File: src/rtl/load_store_unit_if.sv
// Handshake and memory-bus bundle between the core/memory side and the load/store unit.
// Ports: request (valid/ready + command fields), response (valid/ready + data/error),
//        data memory port (we/address/write data out of the LSU, combinational read data in).
interface load_store_unit_if;
    logic        req_valid;
    logic        req_ready;
    logic        req_write;
    logic [1:0]  req_size;
    logic        req_unsigned;
    logic [31:0] req_address;
    logic [31:0] req_write_data;
    logic        resp_valid;
    logic        resp_ready;
    logic [31:0] resp_read_data;
    logic        resp_error;
    logic        mem_we;
    logic [31:0] mem_address;
    logic [31:0] mem_write_data;
    logic [31:0] mem_read_data;

    // Environment side: the core issuing requests plus the data memory returning read data.
    modport master (
        output req_valid, req_write, req_size, req_unsigned, req_address, req_write_data,
        output resp_ready, mem_read_data,
        input  req_ready, resp_valid, resp_read_data, resp_error,
        input  mem_we, mem_address, mem_write_data
    );

    // Load/store unit side.
    modport slave (
        input  req_valid, req_write, req_size, req_unsigned, req_address, req_write_data,
        input  resp_ready, mem_read_data,
        output req_ready, resp_valid, resp_read_data, resp_error,
        output mem_we, mem_address, mem_write_data
    );
endinterface

File: src/rtl/load_store_unit.sv
// Load/store unit: one request at a time, byte/half/word alignment, sign/zero extension,
//   read-modify-write for sub-word stores, error detection before any memory access.
// Latency accept->resp_valid: 1 cycle error, 2 cycles load/word store, 3 cycles sub-word store.
// Backpressure: req_ready only in IDLE; response held stable in DONE until resp_ready.
// Ports: clock, reset_n (async active-low), bus (load_store_unit_if.slave).
module load_store_unit #(
    parameter int MEM_ADDR_BITS = 16,
    parameter int ALIGN_CHECK   = 1
) (
    input  logic                   clock,
    input  logic                   reset_n,
    load_store_unit_if.slave       bus
);

    localparam logic [1:0] SZ_BYTE = 2'b00;
    localparam logic [1:0] SZ_HALF = 2'b01;
    localparam logic [1:0] SZ_WORD = 2'b10;
    localparam logic [1:0] SZ_ILL  = 2'b11;

    typedef enum logic [1:0] {
        ST_IDLE   = 2'd0,
        ST_ACCESS = 2'd1,
        ST_MERGE  = 2'd2,
        ST_DONE   = 2'd3
    } state_t;

    state_t      state_q;
    logic        write_q;
    logic [1:0]  size_q;
    logic        unsigned_q;
    logic [1:0]  lane_q;
    logic [31:0] wdata_q;

    logic        req_ready_q;
    logic        resp_valid_q;
    logic        resp_error_q;
    logic [31:0] resp_read_data_q;
    logic        mem_we_q;
    logic [31:0] mem_address_q;
    logic [31:0] mem_write_data_q;

    logic        req_err;
    logic [31:0] load_data_d;
    logic [31:0] merge_data_d;
    logic [31:0] byte_shifted;
    logic [31:0] half_shifted;
    logic [31:0] byte_mask;
    logic [31:0] half_mask;

    assign bus.req_ready      = req_ready_q;
    assign bus.resp_valid     = resp_valid_q;
    assign bus.resp_error     = resp_error_q;
    assign bus.resp_read_data = resp_read_data_q;
    assign bus.mem_we         = mem_we_q;
    assign bus.mem_address    = mem_address_q;
    assign bus.mem_write_data = mem_write_data_q;

    // Request is rejected up front so no memory cycle is ever started for it.
    always_comb begin
        req_err = 1'b0;
        if (bus.req_size == SZ_ILL) begin
            req_err = 1'b1;
        end
        if ((bus.req_address >> MEM_ADDR_BITS) != 32'd0) begin
            req_err = 1'b1;
        end
        if (ALIGN_CHECK != 0) begin
            if ((bus.req_size == SZ_HALF) && bus.req_address[0]) begin
                req_err = 1'b1;
            end
            if ((bus.req_size == SZ_WORD) && (bus.req_address[1:0] != 2'b00)) begin
                req_err = 1'b1;
            end
        end
    end

    // Half lanes only look at lane_q[1], so an unaligned half with the check disabled
    // naturally truncates to its aligned half; words ignore the lane entirely.
    assign byte_shifted = bus.mem_read_data >> {lane_q, 3'b000};
    assign half_shifted = bus.mem_read_data >> {lane_q[1], 4'b0000};
    assign byte_mask    = 32'h0000_00FF << {lane_q, 3'b000};
    assign half_mask    = 32'h0000_FFFF << {lane_q[1], 4'b0000};

    always_comb begin
        load_data_d  = bus.mem_read_data;
        merge_data_d = bus.mem_read_data;
        case (size_q)
            SZ_BYTE: begin
                load_data_d  = {{24{~unsigned_q & byte_shifted[7]}}, byte_shifted[7:0]};
                merge_data_d = (bus.mem_read_data & ~byte_mask)
                             | ({24'd0, wdata_q[7:0]} << {lane_q, 3'b000});
            end
            SZ_HALF: begin
                load_data_d  = {{16{~unsigned_q & half_shifted[15]}}, half_shifted[15:0]};
                merge_data_d = (bus.mem_read_data & ~half_mask)
                             | ({16'd0, wdata_q[15:0]} << {lane_q[1], 4'b0000});
            end
            default: begin
                load_data_d  = bus.mem_read_data;
                merge_data_d = wdata_q;
            end
        endcase
    end

    always_ff @(posedge clock or negedge reset_n) begin
        if (!reset_n) begin
            state_q          <= ST_IDLE;
            write_q          <= 1'b0;
            size_q           <= SZ_BYTE;
            unsigned_q       <= 1'b0;
            lane_q           <= 2'b00;
            wdata_q          <= 32'd0;
            req_ready_q      <= 1'b1;
            resp_valid_q     <= 1'b0;
            resp_error_q     <= 1'b0;
            resp_read_data_q <= 32'd0;
            mem_we_q         <= 1'b0;
            mem_address_q    <= 32'd0;
            mem_write_data_q <= 32'd0;
        end else begin
            case (state_q)
                ST_IDLE: begin
                    if (bus.req_valid) begin
                        write_q     <= bus.req_write;
                        size_q      <= bus.req_size;
                        unsigned_q  <= bus.req_unsigned;
                        lane_q      <= bus.req_address[1:0];
                        wdata_q     <= bus.req_write_data;
                        req_ready_q <= 1'b0;
                        if (req_err) begin
                            resp_valid_q     <= 1'b1;
                            resp_error_q     <= 1'b1;
                            resp_read_data_q <= 32'd0;
                            state_q          <= ST_DONE;
                        end else begin
                            mem_address_q <= {bus.req_address[31:2], 2'b00};
                            // Word stores write during ACCESS itself; set we one edge early
                            // so it is registered for exactly the ACCESS cycle.
                            if (bus.req_write && (bus.req_size == SZ_WORD)) begin
                                mem_we_q         <= 1'b1;
                                mem_write_data_q <= bus.req_write_data;
                            end
                            state_q <= ST_ACCESS;
                        end
                    end
                end
                ST_ACCESS: begin
                    if (!write_q) begin
                        resp_read_data_q <= load_data_d;
                        resp_valid_q     <= 1'b1;
                        state_q          <= ST_DONE;
                    end else if (size_q == SZ_WORD) begin
                        mem_we_q         <= 1'b0;
                        resp_read_data_q <= 32'd0;
                        resp_valid_q     <= 1'b1;
                        state_q          <= ST_DONE;
                    end else begin
                        mem_we_q         <= 1'b1;
                        mem_write_data_q <= merge_data_d;
                        state_q          <= ST_MERGE;
                    end
                end
                ST_MERGE: begin
                    mem_we_q         <= 1'b0;
                    resp_read_data_q <= 32'd0;
                    resp_valid_q     <= 1'b1;
                    state_q          <= ST_DONE;
                end
                ST_DONE: begin
                    if (bus.resp_ready) begin
                        resp_valid_q     <= 1'b0;
                        resp_error_q     <= 1'b0;
                        resp_read_data_q <= 32'd0;
                        req_ready_q      <= 1'b1;
                        state_q          <= ST_IDLE;
                    end
                end
                default: begin
                    state_q <= ST_IDLE;
                end
            endcase
        end
    end

endmodule

File: src/flat_wrapper.sv
// flat-port wrapper written by rule: the top's interface ports become plain ports
module load_store_unit_flat 
#(
    parameter int MEM_ADDR_BITS = 16,
    parameter int ALIGN_CHECK   = 1
)
  (clock, reset_n, bus_req_valid, bus_req_write, bus_req_size, bus_req_unsigned, bus_req_address, bus_req_write_data, bus_resp_ready, bus_mem_read_data, bus_req_ready, bus_resp_valid, bus_resp_read_data, bus_resp_error, bus_mem_we, bus_mem_address, bus_mem_write_data);
  load_store_unit_if bus_i ();
  input  logic clock;
  input  logic reset_n;
  input wire logic [$bits(bus_i.req_valid)-1:0] bus_req_valid;
  input wire logic [$bits(bus_i.req_write)-1:0] bus_req_write;
  input wire logic [$bits(bus_i.req_size)-1:0] bus_req_size;
  input wire logic [$bits(bus_i.req_unsigned)-1:0] bus_req_unsigned;
  input wire logic [$bits(bus_i.req_address)-1:0] bus_req_address;
  input wire logic [$bits(bus_i.req_write_data)-1:0] bus_req_write_data;
  input wire logic [$bits(bus_i.resp_ready)-1:0] bus_resp_ready;
  input wire logic [$bits(bus_i.mem_read_data)-1:0] bus_mem_read_data;
  output wire logic [$bits(bus_i.req_ready)-1:0] bus_req_ready;
  output wire logic [$bits(bus_i.resp_valid)-1:0] bus_resp_valid;
  output wire logic [$bits(bus_i.resp_read_data)-1:0] bus_resp_read_data;
  output wire logic [$bits(bus_i.resp_error)-1:0] bus_resp_error;
  output wire logic [$bits(bus_i.mem_we)-1:0] bus_mem_we;
  output wire logic [$bits(bus_i.mem_address)-1:0] bus_mem_address;
  output wire logic [$bits(bus_i.mem_write_data)-1:0] bus_mem_write_data;
  assign bus_i.req_valid = bus_req_valid;
  assign bus_i.req_write = bus_req_write;
  assign bus_i.req_size = bus_req_size;
  assign bus_i.req_unsigned = bus_req_unsigned;
  assign bus_i.req_address = bus_req_address;
  assign bus_i.req_write_data = bus_req_write_data;
  assign bus_i.resp_ready = bus_resp_ready;
  assign bus_i.mem_read_data = bus_mem_read_data;
  assign bus_req_ready = bus_i.req_ready;
  assign bus_resp_valid = bus_i.resp_valid;
  assign bus_resp_read_data = bus_i.resp_read_data;
  assign bus_resp_error = bus_i.resp_error;
  assign bus_mem_we = bus_i.mem_we;
  assign bus_mem_address = bus_i.mem_address;
  assign bus_mem_write_data = bus_i.mem_write_data;
  load_store_unit #(.MEM_ADDR_BITS(MEM_ADDR_BITS), .ALIGN_CHECK(ALIGN_CHECK)) u_core (.clock(clock), .reset_n(reset_n), .bus(bus_i));
endmodule
File: config.mk
export PLATFORM = sky130hd
export DESIGN_NAME = load_store_unit_flat
export DESIGN_NICKNAME = d
export VERILOG_FILES = /design/src/rtl/load_store_unit_if.sv /design/src/rtl/load_store_unit.sv /design/src/flat_wrapper.sv
export SDC_FILE = /design/constraint.sdc
export NUM_CORES = 1
export LEC_CHECK = 0
export BUFFER_PORTS_ARGS = -buffer_cell sky130_fd_sc_hd__buf_2
export CORE_UTILIZATION = 50
export CTS_CLUSTER_DIAMETER = 200
export DETAILED_ROUTE_END_ITERATION = 7
export GPL_TIMING_DRIVEN = 0
export PLACE_DENSITY_LB_ADDON = 0.12
export SYNTH_ARGS = -nofsm -noshare
export SYNTH_HDL_FRONTEND = slang
export SYNTH_SLANG_ARGS = --single-unit
File: constraint.sdc
create_clock -name clock -period 2.95 [get_ports clock]
set_input_delay 0.1475 -clock clock [delete_from_list [all_inputs] [get_ports clock]]
set_output_delay 0.1475 -clock clock [all_outputs]
set_load 0.01 [all_outputs]
==> flow_summary.yaml, run 1 <==
grt:
  grt_pass1_wl_mm: 35.5
  antenna_found_initial: 0
  grt_pass1_vias: 6420
  grt_max_degree: 72
  gr-total-overflow: 0
  track_usage: 0.318
drt:
  avgRoutedWirePerCell_um: 20.8
  ant_nets: 0
  drt-initial-drc-count: 449
  drtPass1Iterations: 7
  via_per_inst: 5.89
  drc: 0
  vias: 6663
  routed_wirelength_mm: 23.5
timing:
  setup_viol: 0
  finalCritPeriodShare: 0.909
  worstMarginPinSlew_ps: 853
  slew_viol_final: 0
  max_freq_mhz: 373
  fin_crit_ps: 2680
  grt_setup_unrepaired: "false"
  worst_clock_skew_ps: 7.67
  slew_headroom: 0.417
  final_hold_viol_count: 0
place:
  io_buffers: 200
  place_inst: 1058
  dpl-instance-area_um2: 8660
  place_congestion: 0.922
  hpwl_mm: 17.3
power:
  ir_drop_v: 0.000486
  p_leak_nw: 4.67
  total_power_mw: 10.3
  p_per_area_nw_per_um2: 1060
flow_run:
  drv_cap: 0
logic_synthesis:
  synth_area_leaders: "dfrtp_1 46%, mux2_2 10%, mux2_4 4.1%"
  syn_inst: 672
  synth_top_cell_by_area: "dfrtp_1"
  synth_edf_count: 0
  ys_seq_area_frac: 0.468
  synth.top_cell.area_share: 0.464
  ys_warn_count: 0
  yosys_most_used_dff: "dfrtp_1"
  postSynthAreaPerCell_um2: 11.0
  ys_ff_latch: 138
  netlist_area_um2: 7390
  synth.distinct_cells: 62
  async_flop_share: 1.00
critical_path:
  cp-end-kind: "register"
  path_common_cell: "buf_2"
  crit_chain: "inv_1 > ha_1 > buf_2 > nor2b_1 > buf_2 > nand3_1 > a311oi_2 > buf_2 > a22o_1"
  max_stage_delay_ps: 710
  crit_type: "register to register"
  arrival_ps: 3040
  cp_max_fo: 10
  worst-path-buf-inv: 4
  cp.required_ps: 3300
  worst_path_dominant_cell_family: "buffers and inverters"
  critPathLaunchType: "register"
  critPathSlowestCell: "a311oi_2"
  r2r_setup_slack_ps: 270
layout:
  multi_input_area_um2: 3520
  design_area_um2: 9690
  fin_cells: 1132
  fin_util: 0.669
  drive_above_1_share: 0.377
  fill_cells: 1161
  insertedDiodeCount: 0
  regArea_um2: 3450
  syn2layout_area_growth_pct: 31.1
  nets: 1042
cts:
  clk_pin_slew_ps: 60
  htree_levels: 4
  clock_latency_ps: 420
  cts.path.max_buffers: 2
  cts_tree: "built"
  numCtsBuffers: 17
  clock-root-buffer: "clkbuf_16"
  cts.sinks: 138
  post_cts_buffers: 0
floorplan:
  core_um2: 14500
  fp.dieH_um: 124
  die_w_um: 124
  ioPinCount: 204
  rows: 44
  start_util: 0.510
  die_area_um2: 15300
min_path:
  hp-class: "input port to register"
outcome:
  status: "complete, no violations"
## per-layer routing
layer | global-route usage | share of wire
met1 | 0.422 | 0.43
met2 | 0.485 | 0.45
met3 | 0.0743 | 0.078
met4 | 0.161 | 0.037
met5 | 0 | 0
## state kept, by name, indices dropped and copies added (netlist names)
signal / count
u_core.wdata_q: 32
u_core.bus.resp_valid: 1
u_core.write_q: 1
u_core.bus.mem_we: 1
u_core.state_q: 2
u_core.bus.resp_error: 1
u_core.lane_q: 2
u_core.unsigned_q: 1
u_core.bus.mem_address: 30
u_core.bus.req_ready: 1
u_core.bus.resp_read_data: 32
u_core.bus.mem_write_data: 32
u_core.size_q: 2
## synthesized netlist by cell type (all sizes together) (12+ instances only)
master and n:
dfrtp 137, mux2 88, nand2 38, clkbuf 35, inv 32, buf 26, nor2 26, mux2i 23
a31oi 22, o21ai 22, nand2b 20, and2 17, a211oi 16, a22o 16, nor2b 12, nor4 12
## through the flow
stage / hold slack (ps) / TNS [ps] / worst slack, ps
after floorplan: -148 / 0 / 878
after global placement: 379 / -10880 / -91.7
after detailed placement: 206 / 0 / 366
after CTS: 1.93 / 0 / 350
after global routing: 6.04 / 0 / 121
final: 14.0 / 0 / 267
## cells by family (layout without fill, tap and decap cells)
logic type / Yosys count / in the layout / share of synthesized area
buf+inv: 93 / 368 / 0.0569
simple gates: 158 / 158 / 0.118
compound gates: 167 / 167 / 0.174
flops: 138 / 138 / 0.468
other cells: 1 / 2 / 0.000508
mux: 112 / 112 / 0.178
fa+ha+maj: 3 / 3 / 0.00508
## placed cells by master, fill, tap and decap left out, types with 3 or more instances in the layout
cell type,instances
clkinv_2,3
a32o_1,8
a21oi_1,11
nor2_1,25
buf_1,3
dfrtp_1,137
nor2b_1,12
bufinv_16,3
clkbuf_16,17
mux2_2,68
clkinv_4,3
dlygate4sd3_1,42
o31ai_1,8
a22o_1,16
o311ai_0,8
a2111oi_0,9
buf_2,216
nand3_1,10
inv_1,32
and3b_1,8
mux2_4,20
a311oi_1,9
nor4_1,10
clkbuf_1,34
nor3_1,3
nand2_1,38
nand2b_1,20
inv_6,3
a211oi_1,16
buf_4,4
mux2i_1,23
a31oi_1,22
o32ai_1,8
o221ai_1,7
a32oi_1,8
o21ai_0,20
ha_1,3
and2_1,17
## repair_timing
| item | CTS | global route |
|---|---|---|
| hold buffers | 42 | 0 |
| setup endpoints to repair | 0 | 0 |
| resized for setup | 0 | 0 |
| endpoints found under the hold margin | 108 | 0 |
## layout make-up
cell class	count	area share
Buffer	61	0.0310
Clock buffer	19	0.0457
Clock inverter	13	0.0171
Inverter	32	0.0124
Multi-Input combinational cell	442	0.363
Sequential cell	138	0.357
Tap cell	184	0.0238
Timing Repair Buffer	243	0.150
## worst reg2reg max path, cell delays in order, from the launching register on
cell and delay [ps]:
dfrtp_1 410, inv_1 90, ha_1 130, buf_2 190, nor2b_1 140, buf_2 280, nand3_1 130, a311oi_2 710
buf_2 360, a22o_1 170
## power breakdown
part           switching (mW)  total [mW]  internal [mW]
combinational            2.79        4.89           2.10
clock                   0.853        2.21           1.36
sequential              0.578        3.21           2.63
## path summary, 6_finish.rpt
| path | to | from | cells past startpoint |
|---|---|---|---|
| worst max-delay path | u_core.bus.resp_read_data[27] | u_core.state_q[1] | 9 |
| worst min-delay path | u_core.wdata_q[27] | bus_req_write_data[27] | 2 |
| worst max register to register | u_core.bus.resp_read_data[27] | u_core.state_q[1] | 9 |
| worst min register to register | u_core.bus.mem_address[24] | u_core.bus.mem_address[24] | 1 |
| max in group asynchronous | u_core.bus.mem_address[18] | reset_n | 3 |
| min in group asynchronous | u_core.bus.resp_valid | reset_n | 2 |
Power figures use the tool's default switching activity.
==> inputs of run 2 (changes only) <==
- PLACE_DENSITY: not set -> 0.77
- PLACE_DENSITY_LB_ADDON: 0.12 -> not set
==> run 2 against run 1 <==
Sequential cell count stayed put. Combinational power is 2% lower. Maximum frequency is 4.9% higher. Sequential power hardly changed. Clock power hardly changed. Utilization is 0.16 points higher. Via count is 1.1% higher. Cell area is 0.23% higher. Critical path type unchanged. Register-to-register slack better by 130 ps. Critical endpoint is now u_core.bus.resp_read_data[26]. Non-clock buffer count is 2 higher. Largest power group unchanged. Critical path depth stayed put. First-iteration DRC count is 36% higher.
==> flow_summary.yaml, run 2 (same netlist as run 1, synthesis figures left out) <==
floorplan:
  die_area_um2: 15300
  die_w_um: 124
  core_um2: 14500
  start_util: 0.510
  ioPinCount: 204
  rows: 44
  fp.dieH_um: 124
grt:
  grt_max_degree: 81
  grt_pass1_wl_mm: 35.8
  gr-total-overflow: 0
  track_usage: 0.318
  antenna_found_initial: 0
  grt_pass1_vias: 6618
drt:
  drc: 0
  top_layer_used: "met4"
  drt-initial-drc-count: 609
  drtPass1Iterations: 5
  avgRoutedWirePerCell_um: 20.2
  wl_met3_mm: 2.13
  vias: 6733
  wl_met2_mm: 10.8
  wl_met1_mm: 9.43
  via_per_inst: 5.94
  ant_nets: 0
  routed_wirelength_mm: 22.9
critical_path:
  crit_type: "register to register"
  critPathLaunchType: "register"
  cp-end-kind: "register"
  cp_max_fo: 10
  cp.required_ps: 3310
  arrival_ps: 2920
timing:
  slew_headroom: 0.472
  worstMarginPinSlew_ps: 773
  grt_setup_unrepaired: "false"
  setup_tns_ps: 0
  slew_viol_final: 0
  worst_clock_skew_ps: 7.02
  setup_viol: 0
  fin_crit_ps: 2560
  final_hold_viol_count: 0
  finalCritPeriodShare: 0.867
  max_freq_mhz: 391
layout:
  syn2layout_area_growth_pct: 31.4
  fill_cells: 1112
  fin_cells: 1134
  mostFrequentLayoutCell: "buf_2"
  drive_above_1_share: 0.376
  design_area_um2: 9710
  final_cell_mix: "216 x buf_2, 137 x dfrtp_1, 68 x mux2_2"
  nets: 1044
  insertedDiodeCount: 0
cts:
  cts.sinks: 138
  cts_resized: 0
  cts.path.max_buffers: 2
  clock-root-buffer: "clkbuf_16"
  clock_latency_ps: 430
  cts_tree: "built"
  clk_pin_slew_ps: 60
  numCtsBuffers: 17
  htree_levels: 4
place:
  io_buffers: 200
  place_inst: 1058
  hpwl_mm: 16.5
  dpl-instance-area_um2: 8660
  place_congestion: 0.987
flow_run:
  drv_cap: 0
power:
  p_leak_nw: 4.68
  ir_drop_v: 0.000547
  total_power_mw: 10.2
  p_per_area_nw_per_um2: 1050
outcome:
  status: "complete, no violations"
min_path:
  hp-class: "input port to register"
==> run 2: repair_timing <==
item	4_1_cts	5_1_grt
hold buffers	44	0
hold endpoints to repair	101	0
buffers inserted	0	0
==> run 2: metrics by stage <==
| stage | hold slack, ps | util | setup WS, ps |
|---|---|---|---|
| 6_report | 11.6 | 0.670 | 393 |
| 3_5_place_dp | 164 | 0.598 | 455 |
| 5_1_grt | 14.5 | 0.670 | 241 |
| 4_1_cts | 1.13 | 0.670 | 405 |
| 3_3_place_gp | 379 | 0.596 | -176 |
| 2_1_floorplan | -148 | - | 878 |
==> run 2: routing by layer <==
metal,up-vias,GRT usage
li1,3035,-
met1,3307,0.410
met2,348,0.512
met3,43,0.0867
met4,0,0.109
met5,-,0
==> run 2: final timing paths <==
| path | endpoint | cells after the start | startpoint | slack, ps |
|---|---|---|---|---|
| max | u_core.bus.resp_read_data[26] | 9 | u_core.state_q[1] | 390 |
| min | u_core.lane_q[0] | 2 | bus_req_address[0] | 10 |
| max reg2reg | u_core.bus.resp_read_data[26] | 9 | u_core.state_q[1] | 390 |
| min reg2reg | u_core.bus.mem_address[18] | 1 | u_core.bus.mem_address[18] | 480 |
| max in group asynchronous | u_core.bus.req_ready | 3 | reset_n | 1880 |
| min in group asynchronous | u_core.bus.resp_valid | 2 | reset_n | 260 |
==> run 2: cell type report <==
class,instances,area (um2),area share
buffer,61,300,0.0309
clock buffer,19,443,0.0456
clock inverter,13,168,0.0173
inverter,32,120,0.0124
multi-input combinational,442,3520,0.362
sequential,138,3450,0.356
tap,184,230,0.0237
timing repair buffer,245,1480,0.152
==> run 2: power breakdown <==
part           leakage (nW)  internal (mW)  switching (mW)
Combinational          2.62           2.10            2.70
Clock                 0.294           1.36           0.859
Sequential             1.76           2.63           0.586
Total                  4.68           6.09            4.14
==> run 2: critical path: stages (launching register included) <==
cell and delay (ps):
dfrtp_1 420, inv_1 90, ha_1 130, buf_2 180, nor2b_1 140, buf_2 260, nand3_1 120, a311oi_2 640
buf_2 340, a22o_1 160
